<file path="src/rtl/shift_seq_ctrl.sv">
// shift_seq_ctrl: multi-cycle shift sequencer built on one shared shift stage.
// Each SHIFT cycle applies one power-of-two shift step: 1, 2, 4 or 8 for WIDTH=16.
// The step is chosen from the saved shift amount.
// The four ops are rotate-left, shift-left-logical, shift-right-arithmetic
// and shift-right-logical.
// Optional build macro SHIFT_EARLY_EXIT_EN:
//    defined   - only the set bits of the shift amount get a cycle (minimum one).
//    undefined - the sequence always runs CNT_W cycles.
module shift_seq_ctrl #(
   parameter int WIDTH = 16,
   parameter int CNT_W = 4
) (
   input  logic             clk,
   input  logic             rst,
   input  logic             start,
   input  logic [1:0]       op,
   input  logic [WIDTH-1:0] in,
   input  logic [CNT_W-1:0] cnt,
   output logic             busy,
   output logic             done,
   output logic [WIDTH-1:0] out
);

   typedef enum logic {IDLE, SHIFT} state_t;

   state_t           state_reg;
   logic [WIDTH-1:0] work_reg;
   logic [WIDTH-1:0] work_next;
   logic [WIDTH-1:0] out_reg;
   logic [CNT_W-1:0] cnt_reg;
   logic [1:0]       op_reg;
   logic             busy_reg;
   logic             done_reg;

   // Shift distance for the current step; it is zero when the step is skipped.
   logic [CNT_W-1:0] amt;
   // Asserted on the final SHIFT step of an operation.
   logic             last;
   // Distance the vacated bits come from when rotating.
   logic [31:0]      rot_back;

`ifdef SHIFT_EARLY_EXIT_EN
   // Isolate the lowest remaining set bit of the shift amount.
   // That one-hot value is also the shift distance for this step.
   logic [CNT_W-1:0] low_bit;
   assign low_bit = cnt_reg & (~cnt_reg + 1'b1);
   assign amt     = low_bit;
   assign last    = ((cnt_reg & ~low_bit) == '0);
`else
   localparam int LVL_W = (CNT_W > 1) ? $clog2(CNT_W) : 1;
   logic [LVL_W-1:0] level_reg;
   assign amt  = cnt_reg[level_reg] ? (CNT_W'(1) << level_reg) : '0;
   assign last = (level_reg == LVL_W'(CNT_W - 1));
`endif

   assign rot_back = 32'(WIDTH) - 32'(amt);

   // Shared shift stage: shift work_reg by amt, filling vacated bits according to op_reg.
   always_comb begin
      work_next = work_reg;
      case (op_reg)
         2'b00:   work_next = (work_reg << amt) | (work_reg >> rot_back);
         2'b01:   work_next = work_reg << amt;
         2'b10:   work_next = $signed(work_reg) >>> amt;
         default: work_next = work_reg >> amt;
      endcase
   end

   // Sequencer: capture on start, step once per cycle in SHIFT, publish and pulse done at the end.
   always_ff @(posedge clk) begin
      if (rst) begin
         state_reg <= IDLE;
         work_reg  <= '0;
         out_reg   <= '0;
         cnt_reg   <= '0;
         op_reg    <= '0;
         busy_reg  <= 1'b0;
         done_reg  <= 1'b0;
`ifndef SHIFT_EARLY_EXIT_EN
         level_reg <= '0;
`endif
      end else begin
         done_reg <= 1'b0;
         case (state_reg)
            IDLE: begin
               if (start) begin
                  work_reg  <= in;
                  cnt_reg   <= cnt;
                  op_reg    <= op;
                  busy_reg  <= 1'b1;
                  state_reg <= SHIFT;
`ifndef SHIFT_EARLY_EXIT_EN
                  level_reg <= '0;
`endif
               end
            end
            SHIFT: begin
               work_reg <= work_next;
`ifdef SHIFT_EARLY_EXIT_EN
               cnt_reg  <= cnt_reg & ~low_bit;
`else
               level_reg <= level_reg + 1'b1;
`endif
               if (last) begin
                  out_reg   <= work_next;
                  done_reg  <= 1'b1;
                  busy_reg  <= 1'b0;
                  state_reg <= IDLE;
               end
            end
            default: state_reg <= IDLE;
         endcase
      end
   end

   assign busy = busy_reg;
   assign done = done_reg;
   assign out  = out_reg;

endmodule

</file>
<file path="config.mk">
export PLATFORM = sky130hd
export DESIGN_NAME = shift_seq_ctrl
export DESIGN_NICKNAME = d
export VERILOG_FILES = /design/src/rtl/shift_seq_ctrl.sv
export SDC_FILE = /design/constraint.sdc
export NUM_CORES = 1
export LEC_CHECK = 0
export ABC_AREA = 1
export CAP_MARGIN = 5
export CORE_UTILIZATION = 55
export DETAILED_ROUTE_END_ITERATION = 10
export GPL_TIMING_DRIVEN = 0
export HOLD_SLACK_MARGIN = 0.06
export PLACE_DENSITY = 0.77
export SLEW_MARGIN = 20
export SYNTH_ARGS = -nofsm -noshare
export SYNTH_HDL_FRONTEND = slang
export SYNTH_SLANG_ARGS = --single-unit
export TNS_END_PERCENT = 100
</file>
<file path="constraint.sdc">
create_clock -name clk -period 3.14 [get_ports clk]
set_input_delay 0.628 -clock clk [delete_from_list [all_inputs] [get_ports clk]]
set_output_delay 0.628 -clock clk [all_outputs]
set_load 0.01 [all_outputs]
</file>
==> results of run 1 <==
## metrics by stage
stage | hold WS (ns) | cells
after global routing | 0.498 | 891
final | 0.474 | 891
after floorplan | 0.478 | 740
after detailed placement | 0.461 | 883
after global placement | 0.461 | 883
after CTS | 0.476 | 891
## worst max path at each step
stage / from / end / slack (ns) / cells past startpoint
floorplan: level_reg[1]$_SDFFE_PP0P_ / work_reg[1]$_SDFFE_PP0P_ / 0.57 / 16
global placement: level_reg[1]$_SDFFE_PP0P_ / work_reg[9]$_SDFFE_PP0P_ / -0.09 / 14
detailed placement: level_reg[1]$_SDFFE_PP0P_ / work_reg[9]$_SDFFE_PP0P_ / -0.15 / 14
CTS: level_reg[1]$_SDFFE_PP0P_ / work_reg[9]$_SDFFE_PP0P_ / 0.06 / 14
global route: level_reg[1]$_SDFFE_PP0P_ / work_reg[12]$_SDFFE_PP0P_ / 0.15 / 16
finish: level_reg[1]$_SDFFE_PP0P_ / work_reg[9]$_SDFFE_PP0P_ / 0.29 / 14
## power by group through the flow
stage                     clock (mW)  sequential, mW  combinational (mW)
final                          0.344           0.599                1.05
after global routing           0.368           0.602                1.12
after CTS                      0.348           0.597               0.987
after detailed placement           0           0.610               0.982
after global placement             0           0.609               0.976
after floorplan                    0           0.604               0.698
## layout make-up
type                            count  area [sq um]  area share
Multi-Input combinational cell    595          3000       0.602
Sequential cell                    43           863       0.174
Timing Repair Buffer               42           418      0.0840
Buffer                             40           254      0.0511
Inverter                           61           231      0.0465
Tap cell                          102           128      0.0257
Clock buffer                        6          72.6      0.0146
Clock inverter                      2          12.5     0.00252
## layout by cell type (no fill, tap or decap), types with 2 or more instances in the layout
master           synthesis  final
nand2_1                247    247
nand3b_1                 2      2
dfxtp_1                 43     41
a21oi_2                  2      2
inv_2                    8      8
dfxtp_2                  0      2
o21ai_2                  4      4
or2_1                    2      2
nor2_1                  34     34
clkbuf_8                 0      5
nand3_4                  5      5
a21oi_1                 27     27
nand4_1                 18     18
o21ai_0                 34     34
buf_6                    6      6
nor2_2                   4      3
buf_4                    6      7
clkinv_2                 1      3
o21ai_1                 10     10
nand3_2                  5      5
clkdlybuf4s50_1          0     41
nand3_1                143    143
inv_1                   51     51
nand2_2                 19     19
o211ai_1                15     15
nor3_2                   2      2
ha_1                     5      4
buf_2                   15     13
nand2_4                  7      7
nor2_4                   3      4
clkbuf_1                12     13
## logic make-up (layout without fill, tap and decap cells)
| logic type | after synthesis | after routing | synth area share |
|---|---|---|---|
| DFF | 43 | 43 | 0.199 |
| AOI/OAI and AO/OA | 94 | 94 | 0.124 |
| buffers and inverters | 102 | 151 | 0.112 |
| and+or+nand+nor | 496 | 496 | 0.551 |
| adders and majority gates | 5 | 5 | 0.0144 |
## routing by layer
metal | global-route usage | vias to the layer above | share of wire
li1 | - | 2546 | -
met1 | 0.515 | 2447 | 0.38
met5 | 0 | - | 0
met2 | 0.673 | 434 | 0.43
met4 | 0.310 | 0 | 0.074
met3 | 0.0816 | 111 | 0.12
## critical path, cell delays in order, from the launching register on
cell and delay (ns):
dfxtp_2 0.36, inv_1 0.13, ha_1 0.28, nand3_4 0.18
buf_6 0.19, ha_2 0.41, clkinv_2 0.19, nand2_1 0.12
o21ai_1 0.08, or2_1 0.25, nand3_1 0.11, nand4_1 0.08
buf_4 0.17, a21oi_1 0.12, nor2_1 0.05
## timing repair
action	4_1_cts	5_1_grt
hold buffers	0	0
setup endpoints to repair	3	12
setup buffers	0	1
gates resized for setup	2	4
pin swaps	0	1
==> out/results.ini, run 1 <==
[run_status]
status = complete, no violations

[floorplan]
dieHeight_um = 90.8
fp.coreArea_sq_mm = 0.00769
dieArea_sq_mm = 0.00824
start_util = 0.564
io_pins = 43
rows = 32
die_w_um = 90.8

[logic_synthesis]
synth_largest_area_cell = nand2_1
synth_edf_count = 0
synthTopCellsByArea = nand2_1, dfxtp_1, nand3_1
synth.top_cells.by_count = nand2_1, nand3_1, inv_1
avgSynthCellArea_sq_um = 5.86
async_flop_share = 0
synth.most_common_cell = nand2_1
synth_nets = 770
synth_seq_cells = 43
synth_cell_type_count = 38
ys_seq_area_frac = 0.199
synth_warnings = 0
yosys.area.top_type_share = 0.214
netlist_area_sq_mm = 0.00434
synthFlopType = dfxtp_1
syn_inst = 740

[pwr]
p_switching_mw = 0.935
vdd_drop_max_uv = 364
intPower_mw = 1.06
power.share.switching = 0.470
power_frac_comb = 0.527
pwr-share-seq = 0.301
p_leak_nw = 2.36
power.density_mw_per_mm2 = 400
clkPwrFrac = 0.173
total_power_mw = 1.99

[critical_path]
worstReg2RegStart = level_reg[1]$_SDFFE_PP0P_
endpoint_kind = flop
critPathLaunchType = flop
cp.required_ns = 3.31
cp.arrival_ns = 3.03
crit_path_max_fanout = 10
timing.rr.end = work_reg[9]$_SDFFE_PP0P_
crit_type = reg -> reg
rrSetupSlack_ns = 0.29
r2r_cells = 14

[routing]
viasPerCell = 6.22
dr.pass1.iters = 6
via_count = 5538
drt_iter0_markers = 908
wire_per_inst_um = 19.4
drcViolationCount = 0
wirelength_mm = 17.3
route.antenna.remaining_nets = 0

[final_layout]
syn2layout_area_growth_pct = 14.7
nets = 818
post-route-util = 0.647
final_area_sq_mm = 0.00497
fill_cells = 738
diodes = 0
layout-drive-gt1-share = 0.129

[grt]
grt_usage = 0.426
grt_pass1_wl_mm = 27.0
antenna_found_initial = 0
first_global_vias = 5199
grt_max_degree = 14
grt_overflow = 0

[clock_network]
clk_pin_slew_worst_paths_ns = 0.08
clock_latency_ns = 0.30
htree_levels = 2
cts_tree = built
clock_sinks = 43
max-clock-path-buffers = 2
cts_buffers = 5
clockRootBuffer = clkbuf_8

[placement]
place_hpwl_mm = 13.4
place_area_sq_mm = 0.00487
portBuffers = 41
place.gp.congestion = 1.18
dpl_worst_slack_ns = -0.147

[worst_hold_path]
whs_path_depth = 2
worst_hold_path_type = reg -> reg
min_from = out[13]$_SDFFE_PP0P_
worst_hold_path.endpoint = out[13]$_SDFFE_PP0P_

[timing]
setup-violations-final = 0
hold_violations = 0
fmax_mhz = 350
fin_skew_ns = 0.00875
slew_violations = 0
relSlewSlack = 0.509
fin_crit_ns = 2.85
rsz0062_at_grt = false
tns_ns = 0
final_min_period_over_clock_period = 0.909
tightest_slew_ns = 0.736
worst_slack_ns = 0.285

[job]
drv_cap = 0

No activity file was read; power rests on OpenSTA's default activity.
==> run 2, diff against run 1 <==
--- a/config.mk
+++ b/config.mk
@@ -11,7 +11,7 @@
 export DETAILED_ROUTE_END_ITERATION = 10
 export GPL_TIMING_DRIVEN = 0
 export HOLD_SLACK_MARGIN = 0.06
-export PLACE_DENSITY = 0.77
+export PLACE_DENSITY = 0.78
 export SLEW_MARGIN = 20
 export SYNTH_ARGS = -nofsm -noshare
 export SYNTH_HDL_FRONTEND = slang
==> run 2 against run 1 <==
- final cell count is 0.11% lower
- highest routed layer unchanged
- non-clock buffer count decreased by 1
- die area stayed put
- critical path type unchanged
- critical endpoint unchanged
==> out/results.ini, run 2 (synthesis results as in run 1) <==
[clock_network]
htree_levels = 2  ; unchanged
clk_pin_slew_worst_paths_ns = 0.08  ; about the same
cts_tree = built
clockRootBuffer = clkbuf_8
cts_buffers = 5  ; unchanged
max-clock-path-buffers = 2  ; unchanged
cts_setup_buffers = 0  ; unchanged
clock_latency_ns = 0.30  ; about the same
clock_sinks = 43  ; unchanged

[grt]
grt_max_degree = 14  ; unchanged
grt_usage = 0.455  ; +0.0292
antenna_found_initial = 0  ; unchanged
grt_pass1_wl_mm = 28.8  ; +6.7%
first_global_vias = 5310  ; +2.1%
grt_overflow = 0  ; unchanged

[critical_path]
endpoint_kind = flop
crit_chain = inv_1, ha_1, nand3_4, buf_6, ha_2, inv_4, nand2_1, o21ai_1, or2_1, nand3_1, nand4_1, a21oi_1, nor2_1
crit_path_max_fanout = 10  ; unchanged
cp_slowest_stage_delay_ns = 0.43  ; +0.02 ns
critPathLaunchType = flop
cp.required_ns = 3.31  ; about the same
crit_type = reg -> reg
cp_top_family = simple AND/OR/NAND/NOR gates
cp.arrival_ns = 3.19  ; +0.16 ns
cpMaxStageDelayCell = ha_2
path_buf_inv = 3  ; -1

[routing]
via_count = 5747  ; +3.8%
wire_per_inst_um = 20.8  ; +7.2%
wirelength_mm = 18.6  ; +7.1%
drt_iter0_markers = 886  ; -2.4%
route.antenna.remaining_nets = 0  ; unchanged
drcViolationCount = 0  ; unchanged
viasPerCell = 6.46  ; +3.9%
dr.pass1.iters = 7  ; +1

[pwr]
vdd_drop_max_uv = 415  ; +14%
p_leak_nw = 2.38  ; +0.61%
total_power_mw = 2.13  ; +6.8%
power.density_mw_per_mm2 = 425  ; +6.2%

[floorplan]
dieArea_sq_mm = 0.00824  ; unchanged
dieHeight_um = 90.8  ; unchanged
io_pins = 43  ; unchanged
rows = 32  ; unchanged
die_w_um = 90.8  ; unchanged
start_util = 0.564  ; unchanged
fp.coreArea_sq_mm = 0.00769  ; unchanged

[placement]
place.gp.congestion = 1.15  ; -2.2%
place_hpwl_mm = 14.1  ; +5.1%
portBuffers = 41  ; unchanged

[timing]
fmax_mhz = 331  ; -5.6%
hold_violations = 0  ; unchanged
rsz0062_at_grt = false
slew_violations = 0  ; unchanged
relSlewSlack = 0.604  ; +0.0947
tns_ns = 0  ; unchanged
hold_ws_ns = 0.478  ; +0.00418 ns
setup-violations-final = 0  ; unchanged
fin_skew_ns = 0.0112  ; +0.00241 ns
fin_crit_ns = 3.03  ; +0.171 ns
tightest_slew_ns = 0.594  ; -0.142 ns
final_min_period_over_clock_period = 0.964  ; +0.0544

[final_layout]
diodes = 0  ; unchanged
syn2layout_area_growth_pct = 15.4
mostFrequentLayoutCells = nand2_1, nand3_1, inv_1, dfxtp_1, clkdlybuf4s50_1
layout-drive-gt1-share = 0.131  ; +0.00143
final_common_cell = nand2_1
fill_cells = 734  ; -0.54%
nets = 817  ; -0.12%
post-route-util = 0.651  ; +0.00374

[run_status]
status = complete, no violations

[worst_hold_path]
worst_hold_path_type = reg -> reg

[job]
drv_cap = 0  ; unchanged

==> run 2: changes by cell type in the layout (fill, tap and decap cells not counted), sizes merged <==
cell and change:
clkinvlp -1, bufinv +1, buf -1, clkinv -1
inv +1
==> run 2: worst paths after layout <==
kind	from	endpoint	slack, ns	depth (start not counted)
worst max-delay path	level_reg[1]$_SDFFE_PP0P_	work_reg[9]$_SDFFE_PP0P_	0.11	13
worst min-delay path	out[0]$_SDFFE_PP0P_	out[0]$_SDFFE_PP0P_	0.48	2
worst max register to register	level_reg[1]$_SDFFE_PP0P_	work_reg[9]$_SDFFE_PP0P_	0.11	13
worst min register to register	out[0]$_SDFFE_PP0P_	out[0]$_SDFFE_PP0P_	0.48	2
==> run 2: tightest hold or removal path: stages, from the launching register on <==
cell     delay, ns
dfxtp_1       0.31
nand3_1       0.08
nand2_1       0.05
==> run 2: area by class of cell <==
type	count	area, sq um	share of cell area
multi-input combinational	595	3000	0.599
sequential	43	863	0.173
timing repair buffer	41	410	0.0820
buffer	40	254	0.0508
inverter	61	233	0.0465
tap	102	128	0.0255
clock buffer	6	82.6	0.0165
clock inverter	2	35.0	0.00700
==> run 2: power breakdown <==
part	switching [mW]	internal (mW)
clock	0.198	0.258
combinational	0.747	0.322
sequential	0.0263	0.575
total	0.972	1.16
==> run 2: what timing repair did <==
action / CTS / global route
setup endpoints to repair: 6 / 16
gates resized for setup: 2 / 6
pin swaps: 1 / 1
hold buffers: 0 / 0
==> run 2: layer usage <==
layer	track usage	share of wire
met5	0	0
met4	0.319	0.092
met3	0.132	0.13
met2	0.689	0.41
met1	0.552	0.36
==> run 2: per-stage QoR <==
| step | cell area (sq um) | setup WS [ns] | cells |
|---|---|---|---|
| floorplan | 4340 | 0.574 | 740 |
| global placement | 4870 | -0.0904 | 883 |
| detailed placement | 4870 | -0.170 | 883 |
| CTS | 4990 | 0.00870 | 891 |
| global route | 5000 | 0.0308 | 890 |
| finish | 5000 | 0.115 | 890 |
